File: src/rtl/mux8_rr_arbiter.sv
// Round-robin arbiter sharing one 8:1 mux among eight requesters.
// Ports:
//   clk      - rising-edge clock
//   rst_n    - asynchronous active-low reset
//   en       - arbiter enable; low releases the current grant and blocks new ones
//   req      - request vector, bit i belongs to mux input i
//   gnt      - registered one-hot grant, zero when idle
//   sel      - registered mux select, index of current or last owner
//   busy     - registered, high while a grant is active
//   hold_cnt - cycles the current owner has held the mux, saturating at MAX_HOLD
module mux8_rr_arbiter #(
  parameter int unsigned MAX_HOLD = 4,
  parameter int unsigned CNT_W    = 3
) (
  input  logic             clk,
  input  logic             rst_n,
  input  logic             en,
  input  logic [7:0]       req,
  output logic [7:0]       gnt,
  output logic [2:0]       sel,
  output logic             busy,
  output logic [CNT_W-1:0] hold_cnt
);

  localparam int unsigned     N_REQ    = 8;
  localparam logic [CNT_W-1:0] HOLD_MAX = CNT_W'(MAX_HOLD);
  localparam logic [CNT_W-1:0] HOLD_ONE = CNT_W'(1);

  typedef enum logic {IDLE, GRANT} state_t;

  state_t           state, state_n;
  logic [2:0]       ptr, ptr_n;
  logic [7:0]       gnt_n;
  logic [2:0]       sel_n;
  logic             busy_n;
  logic [CNT_W-1:0] hold_n;

  // First set bit of r scanning cyclically upward from start.
  function automatic logic [2:0] rr_pick(input logic [2:0] start, input logic [7:0] r);
    logic [2:0] idx;
    logic       found;
    rr_pick = start;
    found   = 1'b0;
    for (int k = 0; k < N_REQ; k++) begin
      idx = 3'(start + 3'(k));
      if (!found && r[idx]) begin
        rr_pick = idx;
        found   = 1'b1;
      end
    end
  endfunction

  // State and output registers.
  always_ff @(posedge clk or negedge rst_n) begin
    if (!rst_n) begin
      state    <= IDLE;
      ptr      <= 3'd0;
      gnt      <= 8'h00;
      sel      <= 3'd0;
      busy     <= 1'b0;
      hold_cnt <= '0;
    end else begin
      state    <= state_n;
      ptr      <= ptr_n;
      gnt      <= gnt_n;
      sel      <= sel_n;
      busy     <= busy_n;
      hold_cnt <= hold_n;
    end
  end

  // Next-state and next-output logic.
  always_comb begin
    logic [2:0] w;
    logic [2:0] nptr;
    logic       release_now;

    state_n     = state;
    ptr_n       = ptr;
    gnt_n       = gnt;
    sel_n       = sel;
    hold_n      = hold_cnt;
    w           = 3'd0;
    nptr        = 3'(sel + 3'd1);
    release_now = 1'b0;

    unique case (state)
      IDLE: begin
        if (en && (req != 8'h00)) begin
          w       = rr_pick(ptr, req);
          gnt_n   = 8'h01 << w;
          sel_n   = w;
          hold_n  = HOLD_ONE;
          state_n = GRANT;
        end
      end
      GRANT: begin
        // sel is the owner index while granted
        release_now = !req[sel] || !en ||
                      ((hold_cnt == HOLD_MAX) && ((req & ~(8'h01 << sel)) != 8'h00));
        if (!release_now) begin
          if (hold_cnt != HOLD_MAX) hold_n = hold_cnt + HOLD_ONE;
        end else begin
          // Starting the search at owner+1 places the owner's own request last.
          ptr_n = nptr;
          if (en && (req != 8'h00)) begin
            w      = rr_pick(nptr, req);
            gnt_n  = 8'h01 << w;
            sel_n  = w;
            hold_n = HOLD_ONE;
          end else begin
            gnt_n   = 8'h00;
            hold_n  = '0;
            state_n = IDLE;
          end
        end
      end
      default: state_n = IDLE;
    endcase

    busy_n = (gnt_n != 8'h00);
  end

endmodule

File: config.mk
export PLATFORM = sky130hd
export DESIGN_NAME = mux8_rr_arbiter
export DESIGN_NICKNAME = d
export VERILOG_FILES = /design/src/rtl/mux8_rr_arbiter.sv
export SDC_FILE = /design/constraint.sdc
export NUM_CORES = 1
export LEC_CHECK = 0
export CORE_MARGIN = 4
export CORE_UTILIZATION = 60
export DETAILED_ROUTE_END_ITERATION = 12
export HOLD_SLACK_MARGIN = 0.08
export PLACE_DENSITY = 0.92
export REMOVE_ABC_BUFFERS = 1
export SYNTH_ARGS = -nofsm -noshare
export SYNTH_HDL_FRONTEND = slang
export SYNTH_SLANG_ARGS = --single-unit
File: constraint.sdc
create_clock -name clk -period 5.2 [get_ports clk]
set_input_delay 1.3 -clock clk [delete_from_list [all_inputs] [get_ports clk]]
set_output_delay 1.3 -clock clk [all_outputs]
set_load 0.02 [all_outputs]
-- Word-level counts from Yosys, hierarchy flattened
Cells that the tools add are included.
- register bits: 19
- logic and storage cells: 209
- input port bits: 11
- add/sub/neg operators: 16
- eq/ne operators: 6
- reduce and logical (&&, ||, !) cells: 40
- bitwise gates (word level): 3
- shifts and indexed selects: 3
- multiplexer cells: 118
- $lt $le $gt $ge: 17
- operators with widths (kind ; count):
    3-bit two-way mux ; 25
    1-bit two-way mux ; 69
    3-bit by 4-bit less-than comparator with 1-bit output (second input constant) ; 17
    1-bit binary-select mux with 3-bit select ; 17
    3-bit adder (second input constant) ; 8
    8-bit two-way mux ; 3
    8-bit nonzero test ; 3
    1-bit by 3-bit left shift with 8-bit output (first input constant) ; 3
    1-bit logical AND ; 16
    1-bit zero test ; 16
    8-bit case mux with 2 select lines ; 1
    3-bit by 1-bit adder with 3-bit output (second input constant) ; 4
    3-bit by 2-bit adder with 3-bit output (second input constant) ; 4
    3-bit case mux with 2 select lines ; 2
    8-bit AND ; 1
    8-bit NOT ; 1
    2-bit by 1-bit != test with 1-bit output (second input constant) ; 2
    2-bit AND reduction ; 2
    3-bit equality test (second input constant) ; 1
    3-bit by 1-bit != test with 1-bit output (second input constant) ; 1
    3-bit != test (second input constant) ; 1
    3-bit AND reduction ; 1
    1-bit logical OR ; 2
    2-bit != test (second input constant) ; 1
    2 further kinds ; 2

-- Logic depth before layout (Yosys ltp)
Gate-level depths: netlist of run 1.
- depth in word-level cells: 55
- depth in mapped cells: 15
- mapped depth without buffers: 11

-- Worst setup path after synthesis of run 1
Ideal clock, no wire load.
- kind: reg-to-reg
- from: register sel[0]
- to: register busy
- cell stages (with the launch flop): 15
- clock period less this slack: 3.932 ns
- arrival time: 3.793 ns
- path slack: 1.268 ns
- path through: dfrtp_1 -> buf_2 -> inv_1 -> clkbuf_1 -> clkbuf_8 -> ha_1 -> buf_4 -> mux2_2 -> mux4_2 -> or2_1 -> a2111oi_2 -> a21oi_2 -> or2_1 -> a221oi_1 -> nand4b_1
- cells in the longest elaborated chain, start to end: 54
- RTL lines (item ; line ; source):
    start, declared ; 20 ; output logic [2:0] sel,
    start signal, assigned ; 66 ; sel <= sel_n;
    3-bit by 1-bit adder with 3-bit output ; 84 ; nptr = 3'(sel + 3'd1);
    1-bit binary-select mux with 3-bit select ; 46 ; if (!found && r[idx]) begin
    1-bit two-way mux (not written as such) ; 46 ;
    1-bit two-way mux ; 46 ;
    1-bit two-way mux ; 106 ; if (en && (req != 8'h00)) begin
    1-bit two-way mux ; 101 ; if (!release_now) begin
    1-bit two-way mux ; 87 ; unique case (state)
    1-bit zero test ; 46 ;
    (+39 left out) ; -- ;
    3-bit two-way mux ; 101 ;
    3-bit two-way mux ; 87 ;
    1-bit by 3-bit left shift with 8-bit output ; 108 ; gnt_n = 8'h01 << w;
    8-bit two-way mux ; 106 ;
    8-bit two-way mux * ; 101 ;
    8-bit case mux with 2 select lines * ; 87 ;
    8-bit nonzero test * ; 121 ; busy_n = (gnt_n != 8'h00);
    named net busy_n ; 35 ; logic busy_n;
    end signal, assigned ; 67 ; busy <= busy_n;
    end, declared ; 21 ; output logic busy,
Mark *: on every way through the listed nets, which the timed path passes. The rest lies on a longest branch. The select of a mux whose other input is x is not followed.
A chain may end at the register's enable or synchronous reset.

-- Worst setup path after layout of run 1
Ends and elaborated chain as after synthesis.

==> results of run 1 <==
[worst reg2reg max path: cells and delay by family (launching register included)]
kind | cells | cell delay (ps)
fa+ha+maj | 1 | 800
simple gates | 4 | 710
mux | 2 | 930
flops | 1 | 880
buf+inv | 1 | 160
compound gates | 2 | 510
xor+xnor | 1 | 350
[cells by family after synthesis]
family	synth area share, %
adder cells (fa/ha/maj)	3.90
AO/OA/AOI/OAI	24.3
XOR/XNOR	3.47
multiplexers	28.6
buffers and inverters	7.72
flip-flops	14.8
AND/OR/NAND/NOR	17.1
[cells in the final DEF (no fill, tap or decap), types with 4 or more instances in the layout]
master / instances
nand2_1: 46
clkdlybuf4s50_1: 25
mux2i_1: 23
inv_1: 19
dfrtp_1: 19
mux4_2: 18
nor2_1: 17
o21ai_0: 16
a21oi_1: 15
mux2_2: 10
ha_1: 10
o22ai_1: 7
o211ai_1: 7
o221ai_1: 7
mux4_1: 6
nand2b_1: 6
xnor2_1: 5
buf_4: 5
nor3b_1: 4
xor2_1: 4
nand3_1: 4
nor3_1: 4
[area by class of cell]
class	count	area, sq um	share of cell area, %
Timing Repair Buffer	30	288	8.32
Clock inverter	1	5.00	0.145
Inverter	20	75.1	2.17
Multi-Input combinational cell	289	2490	71.9
Tap cell	70	87.6	2.53
Clock buffer	3	41.3	1.19
Sequential cell	19	475	13.7
[flip-flops by register name (all words and copies together) (netlist names)]
signal / count
sel: 3
busy: 1
hold_cnt: 3
ptr: 3
gnt: 8
state: 1
[per-stage QoR]
step	instance area [sq um]	util, %
3_5_place_dp	3410	66.4
3_3_place_gp	3410	66.4
6_report	3460	67.3
4_1_cts	3460	67.3
5_1_grt	3460	67.3
2_1_floorplan	3040	-
[final timing paths]
path	startpoint	slack, ps	to
max	sel[0]	720	busy
min	gnt[6]	500	gnt[6]
max reg2reg	sel[0]	720	busy
min reg2reg	gnt[6]	500	gnt[6]
max in group asynchronous	rst_n	3150	busy
min in group asynchronous	rst_n	1520	gnt[7]
[layer usage]
metal / up-vias / GRT usage [%]
li1: 1374 / -
met1: 1429 / 34.6
met2: 139 / 43.8
met3: 25 / 3.22
met4: 0 / 8.28
met5: - / 0
==> flow_summary_export.csv, run 1 <==
group,metric,value,unit
die,io_pins,26,
sta,rsz0062_at_grt,"false",
synthesis,synthCells,353,
synthesis,ys_ff_latch,19,
sta,finalWorstSetupSlack,720,ps
setup_path,critical_path_class,"reg -> reg",
synthesis,synth_edf_count,0,
finish,final_layout_size_suffix_gt1_share,16.9,%
detailed_routing,first_pass_iters,5,
synthesis,syn_area,3210,sq um
sta,finClkSkew,5.88,ps
synthesis,synth.distinct_cells,81,
clock_tree,cts.path.max_buffers,2,
sta,fin_crit,4480,ps
finish,syn2layout_area_growth,7.76,%
clock_tree,cts_resized,0,
setup_path,cp_cell_sequence,"inv_1 -> ha_1 -> mux2i_1 -> mux4_2 -> nand4_1 -> or2_1 -> o22ai_2 -> xor2_2 -> nor3_1 -> a222oi_1 -> nand4b_1",
sta,worst_hold_slack,502,ps
detailed_routing,met2RoutedLength,4.07,mm
sta,drv_slew,0,
detailed_routing,routedWlPerCell,19.3,microns
setup_path,rr_worst_depth,11,
clock_tree,clk_pin_slew,70,ps
setup_path,crit_cells,11,
detailed_routing,detail_route.vias_per_cell,6.87,
setup_path,cp.arrival,4610,ps
clock_tree,root_buffer,"clkbuf_8",
setup_path,crit_required,5330,ps
placement,dp_cells,428,
global_route,antenna_found_initial,0,
detailed_routing,drt_iter0_markers,289,
setup_path,path_max_fanout,20,
placement,place_ws,598,ps
clock_tree,cts_hold_buffers,0,
sta,hold_viol_final,0,
global_route,gr-total-overflow,0,
global_route,grt_pass1_wl,13.5,mm
setup_path,crit_slowest_cell,"dfrtp_1",
detailed_routing,vias,2967,
finish,antennaDiodeCount,0,
die,die_w,81.2,microns
synthesis,synth_most_common_cell,"nand2_1",
synthesis,syn_avg_cell_area,9.10,sq um
synthesis,synthTopCellsByArea,"dfrtp_1, mux4_2, mux2i_1",
clock_tree,postCtsSetupBuffers,0,
synthesis,netlist_top_cells_count,"nand2_1, mux2i_1, dfrtp_1, inv_1, mux4_2",
synthesis,seq_area_frac_synth,14.8,%
sta,max_freq,0.223,GHz
detailed_routing,wl,8.32,mm
clock_tree,clock_latency,260,ps
sta,tightest_slew,855,ps
setup_path,critical-path-max-stage-delay,880,ps
die,coreArea,5140,sq um
clock_tree,h-tree-depth,1,
synthesis,yosysTopAreaCell,"dfrtp_1",
sta,finalSetupTns,0,ps
clock_tree,numClockSinks,19,
die,initial_core_util,62.5,%
outcome,status,"finished, final reports clean",
sta,setup_viol,0,
synthesis,dominantRegCellSynth,"dfrtp_1",
setup_path,critPathBufInv,1,
synthesis,synthArstFlopShare,100,%
detailed_routing,drc,0,
finish,fin_cells,432,
setup_path,cp-start-kind,"flip-flop",
global_route,grt_max_degree,23,
sta,relSlewSlack,42.8,%
placement,io_buffers,25,
finish,nets,384,
synthesis,yosys_warnings,0,
detailed_routing,wl_met3,542,microns
global_route,grt_use_total,25.9,%
finish,fillCellCount,433,
flow_run,max-cap-violations,0,
clock_tree,cts_inserted_buffers,3,
global_route,grt_pass1_vias,2846,
detailed_routing,top_layer_used,"met4",
worst_hold_path,min-delay-path-class,"reg -> reg",
detailed_routing,m1WireLength,3.51,mm
placement,dp_hpwl,6.07,mm
detailed_routing,antenna_left,0,
die,core.rowCount,26,
placement,gp_congestion,0.967,
die,dieArea,6590,sq um
setup_path,critPathTopFamily,"multiplexers",
worst_hold_path,worstHoldPathCells,2,
sta,fin_crit_sh,86.2,%
synthesis,netlist.area_leader.share,14.8,%
die,die-height,81.2,microns
clock_tree,cts_tree,"built",
setup_path,cp-end-kind,"flip-flop",
Power of run 1 is left out: the tool's default activity adds up to more than one toggle a clock period on the data nets, which glitch-free logic cannot reach.
==> run 2: changes to the inputs <==
--- a/config.mk
+++ b/config.mk
@@ -5,11 +5,13 @@
 export SDC_FILE = /design/constraint.sdc
 export NUM_CORES = 1
 export LEC_CHECK = 0
+export ABC_CLOCK_PERIOD_IN_PS = 5200
 export CORE_MARGIN = 4
 export CORE_UTILIZATION = 60
 export DETAILED_ROUTE_END_ITERATION = 12
 export HOLD_SLACK_MARGIN = 0.08
 export PLACE_DENSITY = 0.92
+export RECOVER_POWER = 25
 export REMOVE_ABC_BUFFERS = 1
 export SYNTH_ARGS = -nofsm -noshare
 export SYNTH_HDL_FRONTEND = slang
==> flow_summary_export.csv, run 2 (synthesis gave the netlist of run 1 again) <==
group,metric,value,unit
finish,final_common_cell,"nand2_1",
sta,fin_crit,4490,ps
setup_path,rr_worst_depth,11,
setup_path,timing.rr.start,"sel[0]",
global_route,grt_pass1_vias,2846,
sta,finClkSkew,6.75,ps
sta,max_freq,0.222,GHz
clock_tree,postCtsSetupBuffers,0,
die,coreArea,5140,sq um
global_route,gr-total-overflow,0,
placement,io_buffers,25,
finish,final_layout_size_suffix_gt1_share,16.9,%
sta,tightest_slew,863,ps
global_route,grt_max_degree,23,
sta,finalSetupTns,0,ps
global_route,antenna_found_initial,0,
global_route,grtUsageMet3,3.22,%
clock_tree,cts_resized,0,
die,dieArea,6590,sq um
finish,multi_input_area,2490,sq um
sta,hold_viol_final,0,
global_route,grt_pass1_wl,13.5,mm
setup_path,r2r_end,"busy",
global_route,met1_usage,34.6,%
setup_path,critPathBufInv,1,
detailed_routing,vias,2954,
clock_tree,cts_inserted_buffers,3,
finish,largest_reg_flops,8,
worst_hold_path,hold_start,"gnt[6]",
global_route,grt-busiest-layer,"met2",
sta,drv_slew,0,
setup_path,critPathMostFrequentCell,"or2_1",
setup_path,critPathTopFamily,"multiplexers",
finish,final-seq-area,475,sq um
outcome,status,"finished, final reports clean",
sta,fin_crit_sh,86.4,%
worst_hold_path,min-delay-path-class,"reg -> reg",
detailed_routing,first_pass_iters,5,
detailed_routing,antenna_left,0,
die,die-height,81.2,microns
clock_tree,cts_tree,"built",
setup_path,crit_required,5330,ps
sta,setup_viol,0,
clock_tree,numClockSinks,19,
finish,fillCellCount,433,
die,io_pins,26,
die,core.rowCount,26,
clock_tree,root_buffer,"clkbuf_8",
setup_path,path_max_fanout,20,
clock_tree,cts_hold_buffers,0,
detailed_routing,routedWlPerCell,19.2,microns
clock_tree,clk_pin_slew,80,ps
global_route,grt_use_total,25.9,%
worst_hold_path,worstHoldPathCells,2,
clock_tree,clock_latency,260,ps
global_route,use_met2,43.8,%
setup_path,cp_cell_sequence,"inv_1 -> ha_1 -> mux2i_1 -> mux4_2 -> nand4_1 -> or2_1 -> a2111oi_2 -> a21oi_2 -> or2_1 -> a221oi_1 -> nand4b_1",
clock_tree,h-tree-depth,1,
worst_hold_path,min_to,"gnt[6]",
sta,rsz0062_at_grt,"false",
detailed_routing,drc,0,
setup_path,cp-end-kind,"flip-flop",
setup_path,critical_path_class,"reg -> reg",
setup_path,cp-start-kind,"flip-flop",
die,initial_core_util,62.5,%
sta,relSlewSlack,42.3,%
setup_path,rrSetupSlack,710,ps
placement,dp_hpwl,6.07,mm
detailed_routing,wl,8.29,mm
detailed_routing,drt_iter0_markers,289,
finish,nets,384,
die,die_w,81.2,microns
finish,syn2layout_area_growth,7.76,%
setup_path,critical-path-max-stage-delay,880,ps
clock_tree,cts.path.max_buffers,2,
placement,gp_congestion,0.967,
finish,antennaDiodeCount,0,
finish,most-common-layout-cells,"nand2_1, clkdlybuf4s50_1, mux2i_1",
flow_run,max-cap-violations,0,
finish,largest-register,"gnt",
setup_path,cp.arrival,4620,ps
setup_path,crit_slowest_cell,"dfrtp_1",
detailed_routing,detail_route.vias_per_cell,6.84,
-- run 2: cell types whose count changed in the layout (fill, tap and decap cells not counted), sizes merged --
cell and delta:
clkdlybuf4s50 -1, dlygate4sd3 +1
-- run 2: area by class of cell --
class | instances | area share [%]
multi-input cells | 289 | 71.9
flip-flops and latches | 19 | 13.7
repair buffers | 30 | 8.32
well taps | 70 | 2.53
inverters | 20 | 2.17
clock buffers | 3 | 1.19
clock inverters | 1 | 0.145
-- run 2: layer usage --
layer  routed length [microns]  vias up
met5                         0        -
met4                       216        0
met3                       518       28
met2                      4040      132
met1                      3520     1421
li1                          -     1373
-- run 2: worst reg2reg max path: stages, from the launching register on --
cell and delay, ps:
dfrtp_1 880, inv_1 160, ha_1 800, mux2i_1 560, mux4_2 370, nand4_1 150, or2_1 300, a2111oi_2 330
a21oi_2 120, or2_1 230, a221oi_1 320, nand4b_1 130
-- run 2: worst max-delay path by stage --
stage | startpoint | to | slack, ps | depth (start not counted)
floorplan | sel[0] | busy | 710 | 10
global placement | req[0] | busy | 660 | 10
detailed placement | req[0] | busy | 600 | 10
CTS | sel[0] | busy | 770 | 11
global route | sel[0] | busy | 360 | 11
finish | sel[0] | busy | 710 | 11
-- run 2: stage by stage --
step                instances  util (%)  hold slack, ps  setup WS (ps)  cell area [sq um]
floorplan                 328         -             587            706               3040
finish                    432      67.3             503            706               3460
detailed placement        428      66.4             485            598               3410
global route              432      67.3             547            360               3460
CTS                       432      67.3             502            769               3460
global placement          428      66.4             473            656               3410
Power of run 2 is left out for the same reason.
==> run 3: changes to the inputs <==
--- a/config.mk
+++ b/config.mk
@@ -5,12 +5,13 @@
 export SDC_FILE = /design/constraint.sdc
 export NUM_CORES = 1
 export LEC_CHECK = 0
-export ABC_CLOCK_PERIOD_IN_PS = 5200
+export ABC_CLOCK_PERIOD_IN_PS = 3690
+export CAP_MARGIN = 5
 export CORE_MARGIN = 4
-export CORE_UTILIZATION = 60
+export CORE_UTILIZATION = 54
 export DETAILED_ROUTE_END_ITERATION = 12
 export HOLD_SLACK_MARGIN = 0.08
-export PLACE_DENSITY = 0.92
+export PLACE_DENSITY = 0.88
 export RECOVER_POWER = 25
 export REMOVE_ABC_BUFFERS = 1
 export SYNTH_ARGS = -nofsm -noshare
==> constraint.sdc (replaced) <==
create_clock -name clk -period 3.69 [get_ports clk]
set_input_delay 0.9225 -clock clk [delete_from_list [all_inputs] [get_ports clk]]
set_output_delay 0.9225 -clock clk [all_outputs]
set_load 0.02 [all_outputs]
==> flow_summary_export.csv, run 3 (synthesis gave the netlist of run 1 again) <==
group,metric,value,unit
finish,fin_cells,518,
sta,setup_viol,0,
detailed_routing,wl,10.2,mm
finish,largest_reg_flops,8,
finish,largest-register,"gnt",
finish,most-common-layout-cells,"buf_4, nand2_1, mux4_2",
setup_path,critPathTopFamily,"buffers and inverters",
detailed_routing,antenna_left,0,
setup_path,critPathBufInv,5,
clock_tree,cts_hold_buffers,0,
finish,syn2layout_area_growth,30.3,%
placement,dp_cells,508,
global_route,grt_max_degree,22,
die,dieArea,7240,sq um
placement,place_ws,-325,ps
global_route,antenna_found_initial,0,
setup_path,crit_start,"req[7]",
setup_path,cp.arrival,3750,ps
clock_tree,cts_inserted_buffers,3,
finish,final_common_cell,"buf_4",
setup_path,timing.rr.start,"sel[1]",
setup_path,cp_cell_sequence,"dlygate4sd2_1 -> buf_4 -> mux2i_2 -> mux4_2 -> nand4_1 -> buf_4 -> o32a_1 -> a21oi_2 -> buf_6 -> nor3_1 -> a222oi_1 -> buf_4 -> nand4b_1",
clock_tree,root_buffer,"clkbuf_8",
setup_path,crit_cells,13,
setup_path,critical_path_class,"in -> reg",
setup_path,r2r_end,"busy",
sta,tightest_slew,870,ps
clock_tree,numClockSinks,19,
setup_path,crit_required,3830,ps
outcome,status,"finished, final reports clean",
detailed_routing,drt_iter0_markers,359,
die,coreArea,5640,sq um
sta,fin_crit,3610,ps
finish,fillCellCount,374,
finish,fin_area,4180,sq um
detailed_routing,detail_route.vias_per_cell,6.69,
sta,relSlewSlack,41.8,%
global_route,grt_use_total,26.4,%
finish,nets,468,
clock_tree,clock_latency,260,ps
setup_path,rr_worst_depth,14,
clock_tree,h-tree-depth,1,
setup_path,crit_end,"busy",
detailed_routing,vias,3463,
sta,hold_viol_final,0,
die,initial_core_util,56.9,%
finish,multi_input_area,2560,sq um
die,io_pins,26,
die,core.rowCount,27,
sta,finalWorstSetupSlack,82.3,ps
global_route,grt_pass1_vias,3456,
sta,finClkSkew,8.97,ps
flow_run,max-cap-violations,0,
placement,place_area,4010,sq um
setup_path,cp-start-kind,"input port",
detailed_routing,routedWlPerCell,19.6,microns
sta,fin_crit_sh,97.8,%
setup_path,path_max_fanout,10,
detailed_routing,drc,0,
sta,finalSetupTns,0,ps
die,die_w,85.1,microns
detailed_routing,first_pass_iters,5,
finish,final-seq-area,475,sq um
clock_tree,cts.path.max_buffers,2,
setup_path,critical-path-max-stage-delay,370,ps
finish,antennaDiodeCount,0,
placement,io_buffers,25,
sta,max_freq,0.277,GHz
global_route,gr-total-overflow,0,
placement,dp_hpwl,7.33,mm
placement,gp_congestion,0.951,
setup_path,rrSetupSlack,150,ps
worst_hold_path,min-delay-path-class,"reg -> reg",
global_route,grt_pass1_wl,15.8,mm
die,die-height,85.1,microns
finish,final_layout_size_suffix_gt1_share,37.0,%
sta,drv_slew,0,
setup_path,cp-end-kind,"flip-flop",
setup_path,crit_slowest_cell,"dlygate4sd2_1",
clock_tree,clk_pin_slew,80,ps
clock_tree,cts_tree,"built",
setup_path,critPathMostFrequentCell,"buf_4",
-- run 3: worst min path at each step --
stage              to  slack (ps)  startpoint  cells after the start
2_1_floorplan  gnt[6]         590      gnt[6]                      2
3_3_place_gp   gnt[3]         470      gnt[3]                      2
3_5_place_dp   gnt[3]         490      gnt[3]                      2
4_1_cts        gnt[3]         500      gnt[3]                      2
5_1_grt        gnt[3]         550      gnt[3]                      2
6_report       gnt[3]         500      gnt[3]                      2
-- run 3: metrics by stage --
step | hold WS [ps] | util, %
after CTS | 502 | 72.3
after detailed placement | 485 | 71.1
after floorplan | 587 | -
after global placement | 473 | 71.1
after global routing | 553 | 74.2
final | 503 | 74.2
-- run 3: per-layer routing --
layer / wire [microns] / part of all wire (%) / track usage [%]
met5: 0 / 0 / 0
met4: 420 / 4.1 / 12.2
met3: 639 / 6.3 / 3.59
met2: 5270 / 52 / 48.9
met1: 3840 / 38 / 29.5
-- run 3: final cells by class --
| cell class | count | area share, % |
|---|---|---|
| multi-input combinational | 289 | 61.2 |
| timing repair buffer | 114 | 22.3 |
| sequential | 19 | 11.4 |
| tap | 72 | 2.15 |
| inverter | 20 | 1.79 |
| clock buffer | 3 | 0.987 |
| clock inverter | 1 | 0.120 |
-- run 3: repair_timing --
action	CTS	global route
buffers inserted	2	3
gates cloned	0	1
pin swaps	2	7
resized for setup	9	30
setup endpoints to repair	2	4
-- run 3: worst register-to-register path: stages, from the launching register on --
cell	delay, ps
dfrtp_1	440
inv_1	120
ha_1	360
buf_12	190
mux2i_2	370
mux4_2	340
nand4_1	150
buf_4	180
o32a_1	330
a21oi_2	240
buf_6	160
nor3_1	60
a222oi_1	220
buf_4	180
nand4b_1	90
Power of run 3 is left out for the same reason.
